<file path="config.mk">
export PLATFORM = sky130hd
export DESIGN_NAME = segasys1_romarb
export DESIGN_NICKNAME = d
export VERILOG_FILES = /design/src/rtl/segasys1_romarb.sv
export SDC_FILE = /design/constraint.sdc
export NUM_CORES = 1
export LEC_CHECK = 0
export BUFFER_PORTS_ARGS = -buffer_cell sky130_fd_sc_hd__clkbuf_2
export CAP_MARGIN = 5
export CORE_MARGIN = 10
export CORE_UTILIZATION = 30
export DETAILED_ROUTE_END_ITERATION = 6
export PLACE_DENSITY = 0.58
export SETUP_SLACK_MARGIN = 0.1
export SYNTH_ARGS = -nofsm -noshare
export SYNTH_HDL_FRONTEND = slang
export SYNTH_SLANG_ARGS = --single-unit
</file>
<file path="constraint.sdc">
create_clock -name CLK48M -period 2 [get_ports CLK48M]
set_input_delay 0.1 -clock CLK48M [delete_from_list [all_inputs] [get_ports CLK48M]]
set_output_delay 0.1 -clock CLK48M [all_outputs]
set_load 0.005 [all_outputs]
</file>
<file path="src/rtl/segasys1_romarb.sv">
// segasys1_romarb
//   Arbiter/sequencer for the single shared ROM store of the System 1 core
//   (main program, sound program, tile and sprite graphics). Serves three
//   read requesters (video, main CPU, sound CPU) plus the ROM download write
//   path, issuing one access at a time to a fixed-latency synchronous memory.
//
// Ports
//   CLK48M, RESETn          clock, async active-low reset
//   DLEN/DLWR/DLAD/DLDT     download bus (enable, write strobe, address, data)
//   DLOVF                   sticky: write strobe arrived while one was pending
//   vid_/cpu_/snd_ req,ad   level request + address, held until ack
//   vid_/cpu_/snd_ ack,dt   one-cycle done pulse + read data (held)
//   MEM_AD/MEM_RD/MEM_WE    memory address, read strobe, write strobe
//   MEM_DO/MEM_DI           memory write data / read data (MEM_LAT after RD)
module segasys1_romarb #(
  parameter int unsigned AW      = 18,
  parameter int unsigned MEM_LAT = 2,
  parameter int unsigned VID_MAX = 4
) (
  input  logic          CLK48M,
  input  logic          RESETn,
  input  logic          DLEN,
  input  logic          DLWR,
  input  logic [24:0]   DLAD,
  input  logic [7:0]    DLDT,
  output logic          DLOVF,
  input  logic          vid_req,
  input  logic [AW-1:0] vid_ad,
  output logic          vid_ack,
  output logic [7:0]    vid_dt,
  input  logic          cpu_req,
  input  logic [AW-1:0] cpu_ad,
  output logic          cpu_ack,
  output logic [7:0]    cpu_dt,
  input  logic          snd_req,
  input  logic [AW-1:0] snd_ad,
  output logic          snd_ack,
  output logic [7:0]    snd_dt,
  output logic [AW-1:0] MEM_AD,
  output logic          MEM_RD,
  output logic          MEM_WE,
  output logic [7:0]    MEM_DO,
  input  logic [7:0]    MEM_DI
);

  localparam int unsigned VCW = (VID_MAX < 1) ? 1 : $clog2(VID_MAX + 1);
  localparam logic [VCW-1:0] VID_MAX_V = VCW'(VID_MAX);
  // WAIT is entered on the MEM_RD cycle itself, so the counter starts one
  // above the memory latency; capture happens on the edge where it reads 1,
  // which is the edge that closes the cycle MEM_DI becomes valid.
  localparam logic [3:0] CNT_INIT = 4'(MEM_LAT + 1);

  typedef enum logic [0:0] {S_IDLE, S_WAIT} state_t;
  typedef enum logic [1:0] {P_VID, P_CPU, P_SND} port_t;

  state_t         state_q, state_d;
  port_t          port_q, port_d;
  logic [3:0]     cnt_q, cnt_d;
  logic           rr_q, rr_d;
  logic [VCW-1:0] vid_cnt_q, vid_cnt_d;

  logic           pend_q, pend_d;
  logic [AW-1:0]  pad_q, pad_d;
  logic [7:0]     pdt_q, pdt_d;
  logic           ovf_q, ovf_d;

  logic [AW-1:0]  mem_ad_q, mem_ad_d;
  logic           mem_rd_q, mem_rd_d;
  logic           mem_we_q, mem_we_d;
  logic [7:0]     mem_do_q, mem_do_d;

  logic           vid_ack_q, vid_ack_d;
  logic           cpu_ack_q, cpu_ack_d;
  logic           snd_ack_q, snd_ack_d;
  logic [7:0]     vid_dt_q, vid_dt_d;
  logic [7:0]     cpu_dt_q, cpu_dt_d;
  logic [7:0]     snd_dt_q, snd_dt_d;

  logic dl_hit;
  logic drain;
  logic other_req;
  logic gnt_vid, gnt_cpu, gnt_snd;

  // Download addresses beyond the store are silently dropped.
  assign dl_hit    = DLWR && ((DLAD >> AW) == '0);
  assign drain     = (state_q == S_IDLE) && pend_q;
  assign other_req = cpu_req || snd_req;

  // Video wins unless it has used up its burst allowance while CPU/sound wait.
  assign gnt_vid = vid_req && ((vid_cnt_q < VID_MAX_V) || !other_req);
  assign gnt_cpu = !gnt_vid && cpu_req && (!snd_req || !rr_q);
  assign gnt_snd = !gnt_vid && snd_req && !gnt_cpu;

  always_comb begin
    state_d   = state_q;
    port_d    = port_q;
    cnt_d     = cnt_q;
    rr_d      = rr_q;
    vid_cnt_d = vid_cnt_q;
    pend_d    = pend_q;
    pad_d     = pad_q;
    pdt_d     = pdt_q;
    ovf_d     = ovf_q;
    mem_ad_d  = mem_ad_q;
    mem_rd_d  = 1'b0;
    mem_we_d  = 1'b0;
    mem_do_d  = mem_do_q;
    vid_ack_d = 1'b0;
    cpu_ack_d = 1'b0;
    snd_ack_d = 1'b0;
    vid_dt_d  = vid_dt_q;
    cpu_dt_d  = cpu_dt_q;
    snd_dt_d  = snd_dt_q;

    case (state_q)
      S_IDLE: begin
        if (drain) begin
          mem_we_d = 1'b1;
          mem_ad_d = pad_q;
          mem_do_d = pdt_q;
        end else if (!DLEN && (gnt_vid || gnt_cpu || gnt_snd)) begin
          mem_rd_d = 1'b1;
          cnt_d    = CNT_INIT;
          state_d  = S_WAIT;
          if (gnt_vid) begin
            port_d   = P_VID;
            mem_ad_d = vid_ad;
            if (other_req && (vid_cnt_q < VID_MAX_V))
              vid_cnt_d = vid_cnt_q + 1'b1;
          end else if (gnt_cpu) begin
            port_d    = P_CPU;
            mem_ad_d  = cpu_ad;
            vid_cnt_d = '0;
            rr_d      = 1'b1;
          end else begin
            port_d    = P_SND;
            mem_ad_d  = snd_ad;
            vid_cnt_d = '0;
            rr_d      = 1'b0;
          end
        end
      end
      S_WAIT: begin
        cnt_d = cnt_q - 1'b1;
        if (cnt_q == 4'd1) begin
          state_d = S_IDLE;
          case (port_q)
            P_VID: begin
              vid_dt_d  = MEM_DI;
              vid_ack_d = 1'b1;
            end
            P_CPU: begin
              cpu_dt_d  = MEM_DI;
              cpu_ack_d = 1'b1;
            end
            default: begin
              snd_dt_d  = MEM_DI;
              snd_ack_d = 1'b1;
            end
          endcase
        end
      end
      default: state_d = S_IDLE;
    endcase

    // Single-entry download buffer; a load in the drain cycle refills it
    // without counting as an overflow.
    if (drain)
      pend_d = 1'b0;
    if (dl_hit) begin
      if (pend_q && !drain)
        ovf_d = 1'b1;
      pend_d = 1'b1;
      pad_d  = DLAD[AW-1:0];
      pdt_d  = DLDT;
    end
  end

  always_ff @(posedge CLK48M or negedge RESETn) begin
    if (!RESETn) begin
      state_q   <= S_IDLE;
      port_q    <= P_VID;
      cnt_q     <= '0;
      rr_q      <= 1'b0;
      vid_cnt_q <= '0;
      pend_q    <= 1'b0;
      pad_q     <= '0;
      pdt_q     <= '0;
      ovf_q     <= 1'b0;
      mem_ad_q  <= '0;
      mem_rd_q  <= 1'b0;
      mem_we_q  <= 1'b0;
      mem_do_q  <= '0;
      vid_ack_q <= 1'b0;
      cpu_ack_q <= 1'b0;
      snd_ack_q <= 1'b0;
      vid_dt_q  <= '0;
      cpu_dt_q  <= '0;
      snd_dt_q  <= '0;
    end else begin
      state_q   <= state_d;
      port_q    <= port_d;
      cnt_q     <= cnt_d;
      rr_q      <= rr_d;
      vid_cnt_q <= vid_cnt_d;
      pend_q    <= pend_d;
      pad_q     <= pad_d;
      pdt_q     <= pdt_d;
      ovf_q     <= ovf_d;
      mem_ad_q  <= mem_ad_d;
      mem_rd_q  <= mem_rd_d;
      mem_we_q  <= mem_we_d;
      mem_do_q  <= mem_do_d;
      vid_ack_q <= vid_ack_d;
      cpu_ack_q <= cpu_ack_d;
      snd_ack_q <= snd_ack_d;
      vid_dt_q  <= vid_dt_d;
      cpu_dt_q  <= cpu_dt_d;
      snd_dt_q  <= snd_dt_d;
    end
  end

  assign DLOVF   = ovf_q;
  assign MEM_AD  = mem_ad_q;
  assign MEM_RD  = mem_rd_q;
  assign MEM_WE  = mem_we_q;
  assign MEM_DO  = mem_do_q;
  assign vid_ack = vid_ack_q;
  assign cpu_ack = cpu_ack_q;
  assign snd_ack = snd_ack_q;
  assign vid_dt  = vid_dt_q;
  assign cpu_dt  = cpu_dt_q;
  assign snd_dt  = snd_dt_q;

endmodule
</file>
**Yosys cells after proc, flatten, opt, wreduce, memory -nomap -nowiden**

Index checks and enable logic that the tools add are counted.

- Add/subtract/negate cells: 2
- Order comparisons: 1
- Equality and inequality tests: 5
- Mux-type cells: 30
- Bitwise gates (word level): 4
- Reduce and logical (&&, ||, !) cells: 37

Operators with widths:

| cell | number |
|---|---|
| 2-to-1 mux 18 bit | 4 |
| zero test 25 bit | 1 |
| 2-to-1 mux 1 bit | 18 |
| AND reduction 3 bit | 4 |
| logical AND 1 bit | 10 |
| 2-to-1 mux 4 bit | 2 |
| one-hot mux 4 bit (2 select lines) | 1 |
| AND reduction 2 bit | 4 |
| AND reduction 4 bit | 2 |
| zero test 1 bit | 7 |
| 2-to-1 mux 3 bit | 2 |
| logical OR 1 bit | 5 |
| equality test 4 x 1 -> 1 bit (second input constant) | 1 |
| 2-to-1 mux 2 bit | 2 |
| inequality test 2 x 1 -> 1 bit (second input constant) | 2 |
| inverter 1 bit | 4 |
| nonzero test 2 bit | 2 |
| subtractor 4 x 1 -> 4 bit (second input constant) | 1 |
| adder 3 x 1 -> 3 bit (second input constant) | 1 |
| < comparator 3 bit (second input constant) | 1 |
| equality test 2 x 1 -> 1 bit (second input constant) | 1 |
| zero test 2 bit | 1 |
| inequality test 2 bit (second input constant) | 1 |
| one-hot mux 1 bit (2 select lines) | 1 |
| OR reduction 2 bit | 1 |

- Bits in registers: 94
- Input port bits: 102
- Output and inout port bits: 56
- Logic and storage cells: 98

**Logic depth before layout (Yosys ltp)**

- Word-level depth: 14
- Depth in mapped cells: 6
- Mapped depth without buffers: 6

**Least setup slack after synthesis**

Ideal clock, no wire load.

- Path kind: register -> register
- Start: register cnt_q[1]
- End: register vid_dt_q[0] (netlist: vid_dt[0])
- Setup time: 0.125 ns
- Arrival time: 1.408 ns
- Data required time: 1.875 ns
- Path slack: 0.468 ns
- Stages on the path, launching flop included: 6
- Path buffers: 0
- Period minus slack after synthesis: 1.532 ns
- Path through: dfrtp_1 inv_1 ha_1 nand4bb_1 nor3_4 mux2_2

- Word-level cells in the longest chain between the ends: 2

Ends and longest elaborated chain:

| element | RTL line | RTL |
|---|---|---|
| start, declared | 58 | `logic [3:0] cnt_q, cnt_d;` |
| start signal, assigned | 203 | `cnt_q <= cnt_d;` |
| equality test 4 x 1 -> 1 bit | 145 | `if (cnt_q == 4'd1) begin` |
| AND reduction 3 bit (no line) | - |  |
| end signal, assigned | 217 | `vid_dt_q <= vid_dt_d;` |
| end, declared | 75 | `logic [7:0] vid_dt_q, vid_dt_d;` |

No other way between the ends.
A chain may end at the register's enable or synchronous reset.

**Worst setup path after layout**

- Start: register vid_cnt_q[2]
- End: register mem_ad_q[6] (netlist: MEM_AD[6])

- Word-level cells in the longest chain between the ends: 12
- Elaborated cells between the ends (all ways): 18
- Those cells by class: order compare (1); mux (4); reduce/logical (13)

Ends and longest elaborated chain:

| element | RTL line | RTL |
|---|---|---|
| start, declared | 60 | `logic [VCW-1:0] vid_cnt_q, vid_cnt_d;` |
| start signal, assigned | 205 | `vid_cnt_q <= vid_cnt_d;` |
| < comparator 3 bit * | 90 | `assign gnt_vid = vid_req && ((vid_cnt_q < VID_MAX_V) \|\| !other_req);` |
| logical OR 1 bit * | 90 |  |
| logical AND 1 bit * | 90 |  |
| zero test 1 bit | 91, 92 |  |
| logical AND 1 bit (2 in a row) | 91 | `assign gnt_cpu = !gnt_vid && cpu_req && (!snd_req \|\| !rr_q);` |
| zero test 1 bit | 92 | `assign gnt_snd = !gnt_vid && snd_req && !gnt_cpu;` |
| logical AND 1 bit | 92 |  |
| logical OR 1 bit | 121 | `end else if (!DLEN && (gnt_vid \|\| gnt_cpu \|\| gnt_snd)) begin` |
| logical AND 1 bit | 121 |  |
| nonzero test 2 bit (no line) | - |  |
| AND reduction 2 bit (no line) | - |  |
| end signal, assigned | 210 | `mem_ad_q <= mem_ad_d;` |
| end, declared | 67 | `logic [AW-1:0] mem_ad_q, mem_ad_d;` |

Mark *: on every way between the ends. The rest lies on a longest branch, timed or not. The select of a mux whose other input is x is not followed.

==> out/qor.txt <==
leading cell type in the layout, fill and taps excluded = clkbuf_2
H-tree depth = 3
Die X = 140.3 µm
Reg area = 2352 µm²
root buf cell = clkbuf_16
core area = 14040 µm²
fin nets = 630
Max-Cap Viols = 0
largest net degree at the start of global routing = 55
Mapped Nets = 443
Cell Area, Synth = 4339 µm²
Worst Path Required = 2240 ps
setup repair bufs after CTS = 0
library cells used by synthesis = 42
Initial Utilization = 30.90%
Largest stage delay, worst path = 590 ps
initial antenna violation count = 1
worst setup path class = reg2reg
clock skew = 5.870 ps
number of synthesized flops with an enable pin = 0
fin. max-slew vios = 0
Starting DRT DRC Count = 131
CTS max path bufs = 2
number of CTS-inserted buffers = 9
I/O Buffers = 157
met1 WL = 4755 µm
share of cells above drive strength 1 = 51.42%
Sw Share = 29.67%
critical-path cell list = nand2_1, a21boi_4, a2111oi_0, o31ai_1
final non-filler cell total = 710
synthesis-to-finish area growth = 36.85%
DP Wirelength = 9138 µm
Mean Syn Cell Area = 12.84 µm²
post-synthesis sequential area ratio = 54.21%
Hold Fails Final Rpt = 0
Top FF cell, synth = dfrtp_1
CP max-delay cell = a21boi_4
Pleak = 0.002983 µW
uppermost routed layer = met4
Vias per Instance = 4.735
final WL = 12310 µm
status = finished clean
dpl ws = 230.4 ps
PnR worst setup slack = 280.2 ps
post-synth top area share = 54.21%
number of global-route vias before repair = 3730
Final period util = 85.99%
peak supply drop = 662.5 µV
GRT Util Overall = 12.65%
sequential power share = 44.5%
RD Place Congestion = 0.7827
Final Critical Period = 1720 ps
Critical Path Sink Type = register
# fillers = 1347
total number of vias = 3362
DRC violations left = 0
most frequent cells in the layout = clkbuf_2 (156), dfrtp_1 (94), mux2_2 (59)
Hold Path Class = in2reg
clock-pin slew on the worst setup and hold paths = 70 ps
DR WL met3 = 938 µm
Synth Register Bits = 94
cell count after synthesis = 338
first-pass GRT wire length = 20140 µm
Async SR Flop Fraction = 100.0%
IO Pins = 158
RSZ-0062 raised after global routing = false
NetSw = 1867 µW
die span in y = 140.3 µm
area of the multi-input gates = 1872 µm²
DP Cell Count = 667
FMAX = 0.5815 GHz
largest area contributor in the netlist = dfrtp_1
worst-margin pin slew = 776.3 ps
routed length on met2 = 6463 µm
Crit Path Max Fanout = 19
crit path launch type = register
PwrDens = 1060 nW/µm²
drt pass-1 iters = 4
Routed Antenna Nets = 0
GRT overflow = 0
Clk pwr share = 26.6%
Rel. slew slack = 48.24%
full die area = 19670 µm²
num rows = 43
# clock sinks = 94
largest cells by area after synthesis = dfrtp_1 (54%), mux2_2 (15%), a2111oi_2 (3.1%), nand2_1 (2.8%), nor2b_1 (2.7%)
# setup viols final = 0
P_int = 4425 µW
post-DR wirelength/cell = 17.34 µm
Combinational Power Share = 28.9%
Worst Path Arrival = 1960 ps
TritonCTS clock tree = yes
Clock Latency Late Sink = 340 ps
total of warnings raised by yosys = 0
setup_tns = 0 ps
## power by group through the flow
stage	Clock, µW	Combinational (µW)	Sequential, µW
floorplan	0	949	2810
global placement	0	1790	2800
detailed placement	0	1830	2840
CTS	1760	1880	2810
global route	1840	2050	2890
finish	1670	1820	2800
## worst max-delay path, delay by kind of cell, from the launching register on
family,cells,cell delay [ps]
compound gates,3,1120
flops,1,390
simple gates,1,110
## final timing paths
kind                                           from                     to  slack [ps]  depth (start not counted)
min in group asynchronous                    RESETn  cpu_dt[3]$_DFFE_PN0P_         280                          2
max in group asynchronous                    RESETn  port_q[1]$_DFFE_PN0P_        1020                          3
setup reg to reg           vid_cnt_q[2]$_DFFE_PN0P_  MEM_AD[6]$_DFFE_PN0P_         280                          4
hold reg to reg                   DLOVF$_DFFE_PN0P_      DLOVF$_DFFE_PN0P_         470                          1
hold / removal                            MEM_DI[1]  snd_dt[1]$_DFFE_PN0P_          20                          2
setup / recovery           vid_cnt_q[2]$_DFFE_PN0P_  MEM_AD[6]$_DFFE_PN0P_         280                          4
## kinds of logic after synthesis
logic type      count (synthesis)  synth area share (%)
xor+xnor                        1                0.2019
compound gates                 51                 11.13
buf+inv                        24                 2.883
mux                            60                 15.54
flops                          94                 54.21
simple gates                  105                 15.17
fa+ha+maj                       3                0.8651
## through the flow
| stage | instance area (µm²) | hold WS (ps) | total power, µW | util [%] |
|---|---|---|---|---|
| after floorplan | 4339 | -195.6 | 3760 | - |
| after global placement | 5374 | 116.6 | 4593 | 38.27 |
| after detailed placement | 5374 | 132.5 | 4673 | 38.27 |
| after CTS | 5933 | 6.039 | 6441 | 42.25 |
| after global routing | 5938 | 5.268 | 6775 | 42.29 |
| final | 5938 | 20.54 | 6292 | 42.29 |
## per-layer routing
layer	track usage, %	up-vias
met3	5.477	11
met2	22.14	99
met4	2.989	0
met5	0	-
met1	13.74	1649
li1	-	1603
## final cells by class
type | instances | area share (%)
Clock inverter | 5 | 1.011
Sequential cell | 94 | 39.61
Tap cell | 180 | 3.793
Antenna cell | 1 | 0.04214
Inverter | 5 | 0.3161
Clock buffer | 10 | 3.856
Multi-Input combinational cell | 220 | 31.52
Timing Repair Buffer | 195 | 19.85
## state kept, by name, summed over array words and instances (netlist names)
register,flops
MEM_AD,18
pad_q,18
MEM_DO,8
cpu_dt,8
pdt_q,8
snd_dt,8
vid_dt,8
cnt_q,4
vid_cnt_q,3
port_q,2
DLOVF,1
MEM_RD,1
MEM_WE,1
cpu_ack,1
pend_q,1
rr_q,1
snd_ack,1
state_q,1
vid_ack,1
## cell usage after synthesis (3+ instances only)
cell,n
dfrtp_1,94
mux2_2,59
nand2_1,32
nor2b_1,19
and3_1,18
o31ai_1,14
a2111oi_0,9
a2111oi_2,9
buf_2,9
nor3b_1,9
nor3b_2,9
o21ai_0,8
clkbuf_1,5
inv_1,5
nor2_1,5
o31ai_2,4
ha_1,3
## timing repair
item | 4_1_cts | 5_1_grt
hold buffers | 27 | 0
gates resized for setup | 0 | 1
hold endpoints to repair | 66 | 0
setup endpoints to repair | 0 | 8
(Power assumes the default switching activity.)
